File: src/rtl/lsensor_pkg.sv
// Shared definitions for the line-sensor sequencer: FSM states and the
// default config-RAM word addresses of the G11620 register map.
package lsensor_pkg;

  localparam int         LS_CNT_W       = 32;
  localparam logic [7:0] LS_INTEG_ADDR  = 8'd1;
  localparam logic [7:0] LS_FRAMES_ADDR = 8'd2;

  typedef enum logic [2:0] {
    S_IDLE      = 3'd0,
    S_RD_INTEG  = 3'd1,
    S_RD_FRAMES = 3'd2,
    S_INTEG     = 3'd3,
    S_WAIT_SP   = 3'd4,
    S_DATA      = 3'd5,
    S_BLANK     = 3'd6,
    S_DONE      = 3'd7
  } state_e;

endpackage

File: src/rtl/lsensor_pix_capture.sv
// DATA-phase pixel capture: runs the in-line pixel index and registers the
// outgoing pixel beat one cycle after the ADC sample.
module lsensor_pix_capture #(
  parameter int PIX_NUM = 512,
  parameter int ADC_W   = 12,
  localparam int IDX_W  = $clog2(PIX_NUM)
) (
  input  logic             clk,
  input  logic             rst_n,
  input  logic             start,
  input  logic             active,
  input  logic [ADC_W-1:0] adc_data,
  output logic             line_last,
  output logic             pix_valid,
  output logic [ADC_W-1:0] pix_data,
  output logic [IDX_W-1:0] pix_idx,
  output logic             pix_last
);

  localparam logic [IDX_W-1:0] LAST_IDX = IDX_W'(PIX_NUM - 1);
  localparam logic [IDX_W-1:0] IDX_ONE  = IDX_W'(1);

  logic [IDX_W-1:0] idx_r;

  assign line_last = (idx_r == LAST_IDX);

  // Index counter and registered pixel beat; data/idx hold between beats.
  always_ff @(posedge clk) begin
    if (!rst_n) begin
      idx_r     <= {IDX_W{1'b0}};
      pix_valid <= 1'b0;
      pix_data  <= {ADC_W{1'b0}};
      pix_idx   <= {IDX_W{1'b0}};
      pix_last  <= 1'b0;
    end else begin
      if (start) begin
        idx_r <= {IDX_W{1'b0}};
      end else if (active) begin
        idx_r <= idx_r + IDX_ONE;
      end else begin
        idx_r <= idx_r;
      end
      pix_valid <= active;
      pix_last  <= active & line_last;
      if (active) begin
        pix_data <= adc_data;
        pix_idx  <= idx_r;
      end
    end
  end

endmodule

File: src/rtl/lsensor_ctrl.sv
// Line-sensor acquisition sequencer: reads integration time and frame count
// from config RAM, then runs INTEG / WAIT_SP / DATA / BLANK per line.
module lsensor_ctrl
  import lsensor_pkg::*;
#(
  parameter int         PIX_NUM     = 512,
  parameter int         ADC_W       = 12,
  parameter int         CNT_W       = LS_CNT_W,
  parameter int         BLANK_CYC   = 24,
  parameter int         SP_TIMEOUT  = 4096,
  parameter logic [7:0] INTEG_ADDR  = LS_INTEG_ADDR,
  parameter logic [7:0] FRAMES_ADDR = LS_FRAMES_ADDR
) (
  input  logic                       clk,
  input  logic                       rst_n,
  output logic                       sensor_clk_o,
  output logic                       reset_o,
  input  logic                       ad_sp,
  input  logic [ADC_W-1:0]           adc_data,
  input  logic                       start_in,
  input  logic                       soft_reset_in,
  output logic                       cfg_ram_rd_o,
  output logic [7:0]                 cfg_ram_addr_o,
  input  logic [31:0]                cfg_ram_din,
  output logic                       pix_valid_o,
  output logic [ADC_W-1:0]           pix_data_o,
  output logic [$clog2(PIX_NUM)-1:0] pix_idx_o,
  output logic                       pix_last_o,
  output logic [15:0]                frame_cnt_o,
  output logic                       busy_o,
  output logic                       done_o,
  output logic                       err_timeout_o
);

  localparam logic [CNT_W-1:0] CNT_ONE    = CNT_W'(1);
  localparam logic [CNT_W-1:0] SP_LAST    = CNT_W'(SP_TIMEOUT - 1);
  localparam logic [CNT_W-1:0] BLANK_LAST = CNT_W'(BLANK_CYC - 1);

  state_e           state_r;
  logic             start_r;
  logic [CNT_W-1:0] clk_cnt_r;
  logic [CNT_W-1:0] integ_r;
  logic [15:0]      frames_r;

  logic start_s;
  logic abort_s;
  logic cap_start_s;
  logic cap_active_s;
  logic line_last_s;
  logic more_s;

  assign sensor_clk_o = ~clk;
  assign start_s      = start_in & ~start_r;
  assign abort_s      = soft_reset_in & (state_r != S_IDLE);
  assign cap_start_s  = (state_r == S_WAIT_SP) & ad_sp & ~soft_reset_in;
  assign cap_active_s = (state_r == S_DATA) & ~soft_reset_in;
  // frames == 0 selects continuous acquisition.
  assign more_s = (frames_r == 16'd0) ||
                  (({1'b0, frame_cnt_o} + 17'd1) < {1'b0, frames_r});

  lsensor_pix_capture #(
    .PIX_NUM (PIX_NUM),
    .ADC_W   (ADC_W)
  ) u_pix_capture (
    .clk       (clk),
    .rst_n     (rst_n),
    .start     (cap_start_s),
    .active    (cap_active_s),
    .adc_data  (adc_data),
    .line_last (line_last_s),
    .pix_valid (pix_valid_o),
    .pix_data  (pix_data_o),
    .pix_idx   (pix_idx_o),
    .pix_last  (pix_last_o)
  );

  // Sequencer FSM with registered sensor, config-RAM and status outputs.
  always_ff @(posedge clk) begin
    if (!rst_n) begin
      state_r        <= S_IDLE;
      start_r        <= 1'b0;
      clk_cnt_r      <= {CNT_W{1'b0}};
      integ_r        <= {CNT_W{1'b0}};
      frames_r       <= 16'd0;
      reset_o        <= 1'b0;
      cfg_ram_rd_o   <= 1'b0;
      cfg_ram_addr_o <= 8'd0;
      frame_cnt_o    <= 16'd0;
      busy_o         <= 1'b0;
      done_o         <= 1'b0;
      err_timeout_o  <= 1'b0;
    end else begin
      start_r      <= start_in;
      cfg_ram_rd_o <= 1'b0;
      done_o       <= 1'b0;
      if (abort_s) begin
        state_r   <= S_IDLE;
        reset_o   <= 1'b0;
        busy_o    <= 1'b0;
        clk_cnt_r <= {CNT_W{1'b0}};
      end else begin
        case (state_r)
          S_IDLE: begin
            if (start_s) begin
              cfg_ram_rd_o   <= 1'b1;
              cfg_ram_addr_o <= INTEG_ADDR;
              err_timeout_o  <= 1'b0;
              frame_cnt_o    <= 16'd0;
              busy_o         <= 1'b1;
              clk_cnt_r      <= {CNT_W{1'b0}};
              state_r        <= S_RD_INTEG;
            end
          end
          // Config data is taken on the edge that closes the strobe cycle.
          S_RD_INTEG: begin
            integ_r        <= cfg_ram_din[CNT_W-1:0];
            cfg_ram_rd_o   <= 1'b1;
            cfg_ram_addr_o <= FRAMES_ADDR;
            state_r        <= S_RD_FRAMES;
          end
          S_RD_FRAMES: begin
            frames_r  <= cfg_ram_din[15:0];
            reset_o   <= 1'b1;
            clk_cnt_r <= {CNT_W{1'b0}};
            state_r   <= S_INTEG;
          end
          S_INTEG: begin
            if (clk_cnt_r == integ_r) begin
              clk_cnt_r <= {CNT_W{1'b0}};
              reset_o   <= 1'b0;
              state_r   <= S_WAIT_SP;
            end else begin
              clk_cnt_r <= clk_cnt_r + CNT_ONE;
            end
          end
          S_WAIT_SP: begin
            if (ad_sp) begin
              clk_cnt_r <= {CNT_W{1'b0}};
              state_r   <= S_DATA;
            end else if (clk_cnt_r == SP_LAST) begin
              err_timeout_o <= 1'b1;
              done_o        <= 1'b1;
              state_r       <= S_DONE;
            end else begin
              clk_cnt_r <= clk_cnt_r + CNT_ONE;
            end
          end
          S_DATA: begin
            if (line_last_s) begin
              clk_cnt_r <= {CNT_W{1'b0}};
              state_r   <= S_BLANK;
            end
          end
          S_BLANK: begin
            if (clk_cnt_r == BLANK_LAST) begin
              clk_cnt_r   <= {CNT_W{1'b0}};
              frame_cnt_o <= frame_cnt_o + 16'd1;
              if (more_s) begin
                reset_o <= 1'b1;
                state_r <= S_INTEG;
              end else begin
                done_o  <= 1'b1;
                state_r <= S_DONE;
              end
            end else begin
              clk_cnt_r <= clk_cnt_r + CNT_ONE;
            end
          end
          S_DONE: begin
            busy_o  <= 1'b0;
            state_r <= S_IDLE;
          end
          default: begin
            state_r   <= S_IDLE;
            reset_o   <= 1'b0;
            busy_o    <= 1'b0;
            clk_cnt_r <= {CNT_W{1'b0}};
          end
        endcase
      end
    end
  end

endmodule

File: config.mk
export PLATFORM = sky130hd
export DESIGN_NAME = lsensor_ctrl
export DESIGN_NICKNAME = d
export VERILOG_FILES = /design/src/rtl/lsensor_pkg.sv /design/src/rtl/lsensor_pix_capture.sv /design/src/rtl/lsensor_ctrl.sv
export SDC_FILE = /design/constraint.sdc
export NUM_CORES = 1
export LEC_CHECK = 0
export CAP_MARGIN = 20
export CORE_MARGIN = 2
export CORE_UTILIZATION = 55
export DETAILED_ROUTE_END_ITERATION = 12
export PLACE_DENSITY_LB_ADDON = 0.05
export RECOVER_POWER = 25
export SLEW_MARGIN = 20
export SYNTH_ARGS = -nofsm -noshare
export SYNTH_HDL_FRONTEND = slang
export SYNTH_SLANG_ARGS = --single-unit
File: constraint.sdc
create_clock -name clk -period 3.2 [get_ports clk]
set_clock_uncertainty 0.05 [all_clocks]
set_input_delay 0.64 -clock clk [delete_from_list [all_inputs] [get_ports clk]]
set_output_delay 0.64 -clock clk [all_outputs]
set_load 0.1 [all_outputs]
==> flow_summary.ini <==
[status]
run_status = finished, final reports clean

[global_route]
grt_max_degree = 34
gr-usage-all-layers_pct = 26.9
grt_pass1_vias = 5841
grt_pass1_wl_um = 28600
antenna_found_initial = 0
gr-total-overflow = 0

[logic_synthesis]
avgSynthCellArea_um2 = 8.12
async_flop_share_pct = 0
ys_ff_latch = 139
ys.flop_type = dfxtp_1
yosys_warnings = 0
syn_inst = 864
yosysSeqAreaShare_pct = 39.6
synth_edf_count = 0
ys_types = 58
synth_area_um2 = 7020

[power]
combPwrFrac_pct = 16.0
p_int_mw = 3.17
power_frac_clock_pct = 43.2
powerDensity_nw_per_um2 = 547
netSwitchingPower_mw = 1.46
pwr-share-seq_pct = 40.9
p_sw_share_pct = 31.5
vdd_ir_drop_max_v = 0.000571
p_leak_nw = 3.16

[clock_tree]
cts-root-buf = clkbuf_16
clk_pin_slew_ns = 0.06
cts_made_buffers = 17
cts-htree-levels = 4
worstSkewPairLatency_ns = 0.42
cts_hold_buf = 0
cts_tree = built
clk_path_buf_depth = 2

[sta]
slew_viol_final = 0
finalHoldViolations = 0
worstMarginPinSlew_ns = 1.46
slew_headroom_pct = 2.43
setup_viol = 0
whs_ns = 0.409
rsz0062_at_grt = false

[critical_path]
start_kind = clock port
cp_slowest_cell = buf_2
crit_family = buffers and inverters
worstSetupEndpointType = primary output
crit_type = clock port to primary output
cp_common_cell = clkbuf_16
worstPathRequired_ns = 2.51
slowest_delay_ns = 0.41
critPathBufInv = 4
crit_fanout = 16
arrival_ns = 2.46
cp_cell_sequence = clkbuf_16 > clkbuf_16 > inv_1 > buf_2

[job]
cap_violations = 0

[layout]
areaGrowthSynthToFinish_pct = 20.6
diodes = 0
finalInstanceArea_um2 = 8460
layout.nets = 1017
multi_input_area_um2 = 3950
regArea_um2 = 2820
n_fill_cell = 1103
drive_above_1_share_pct = 8.94

[drt]
via_per_inst = 5.53
drtIter0Drc = 546
antenna_left = 0
drc_errors = 0
first_pass_iters = 5
routed_wl_um = 18100
wl_per_cell_um = 15.9
vias = 6266

[die]
pin_count = 102
fp-row-count = 41
dieArea_um2 = 13700
die_w_um = 117
die-height_um = 117
core_um2 = 12500
start_util_pct = 56.1

[min_path]
hp-class = register to register

[place]
placed_area_um2 = 8000
globalplace.congestion = 0.972
dp_hpwl_um = 13000
io_buffers = 95
-- cells by family after synthesis --
kind of cell	Yosys count	share of synthesized area, %
compound gates	143	14.3
xor+xnor	81	10.1
fa+ha+maj	19	3.39
buf+inv	79	4.94
flops	139	39.6
mux	2	0.285
other cells	1	0.0534
simple gates	400	27.3
-- tightest hold or removal path, cell delays in order, from the launching register on --
cell and delay, ns:
dfxtp_1 0.31, nand2_1 0.04, a21boi_0 0.06
-- per-layer routing --
| layer | vias to the layer above | global-route usage (%) | part of all wire, % |
|---|---|---|---|
| li1 | 3104 | - | - |
| met1 | 2948 | 34.6 | 45 |
| met2 | 196 | 44.0 | 48 |
| met3 | 18 | 7.05 | 6.1 |
| met4 | 0 | 9.25 | 1.2 |
| met5 | - | 0 | 0 |
-- sequential cells by signal (all words and copies together), names as in the netlist, 2 cells and up --
name,count
clk_cnt_r,32
integ_r,32
frame_cnt_o,16
frames_r,16
u_pix_capture.pix_data,12
u_pix_capture.idx_r,9
u_pix_capture.pix_idx,9
state_r,3
cfg_ram_addr_o,2
-- what timing repair did --
action	in CTS	in global routing
resized for setup	5	7
gates cloned	0	0
pin swaps	0	5
buffers inserted	0	2
endpoints found under the setup margin	1	3
-- layout make-up --
type	count	area share [%]
timing repair buffer	113	9.51
tap	172	2.54
multi-input combinational	651	46.7
inverter	25	1.11
clock buffer	21	5.84
sequential	139	33.3
clock inverter	13	1.06
-- power groups by stage --
| stage | sequential, mW | clock, mW | combinational (mW) |
|---|---|---|---|
| final | 1.89 | 2.00 | 0.741 |
| after floorplan | 1.98 | 0.103 | 0.477 |
| after CTS | 1.89 | 2.02 | 0.741 |
| after detailed placement | 1.93 | 0.127 | 0.737 |
| after global placement | 1.93 | 0.127 | 0.719 |
| after global routing | 1.90 | 2.10 | 0.805 |
-- per-stage QoR --
stage / setup TNS [ns] / utilization (%) / worst slack [ns] / std cells / power (mW)
after global placement: -0.229 / 63.9 / -0.229 / 1100 / 2.77
final: 0 / 67.6 / 0.0501 / 1134 / 4.63
after floorplan: 0 / - / 0.00478 / 869 / 2.56
after detailed placement: -0.229 / 63.9 / -0.229 / 1100 / 2.79
after CTS: 0 / 68.4 / 0.0300 / 1132 / 4.65
after global routing: 0 / 67.6 / 0.0132 / 1134 / 4.81
-- final timing paths --
path                                   from                         to  slack (ns)  cells past startpoint
setup / recovery                        clk               sensor_clk_o        0.05                      4
hold / removal    u_pix_capture.pix_data[0]  u_pix_capture.pix_data[0]        0.41                      2
setup reg to reg             frame_cnt_o[0]                    reset_o        0.17                     12
hold reg to reg   u_pix_capture.pix_data[0]  u_pix_capture.pix_data[0]        0.41                      2
-- synth_stat cells (all sizes together), types with 5 or more instances --
master	n	area share (%)
and4	6	0.75
xor2	41	5.1
or3	5	0.45
nor4	28	3.1
inv	26	1.4
nand3	23	1.7
and3	15	1.3
nand3b	10	1.1
o21ai	10	0.71
a21oi	24	1.7
nand2	191	10
dfxtp	139	40
ha	19	3.4
clkbuf	36	1.9
nor3	12	0.86
a21boi	73	7.8
nor2	70	3.7
o22ai	10	0.89
and2	5	0.45
a21o	5	0.53
nand4	15	1.3
xnor2	40	5.0
buf	17	1.6
-- cell usage in the layout, fill, tap and decap left out, drive strengths merged, types with 24 or more instances in the layout --
cell           instances
nand2                191
clkbuf                63
a21boi                73
inv                   29
dfxtp                139
clkdlybuf4s50         46
a21oi                 24
buf                   24
nor4                  28
nor2                  70
xnor2                 40
xor2                  41
Note: power is estimated with default switching activity, not from simulation.
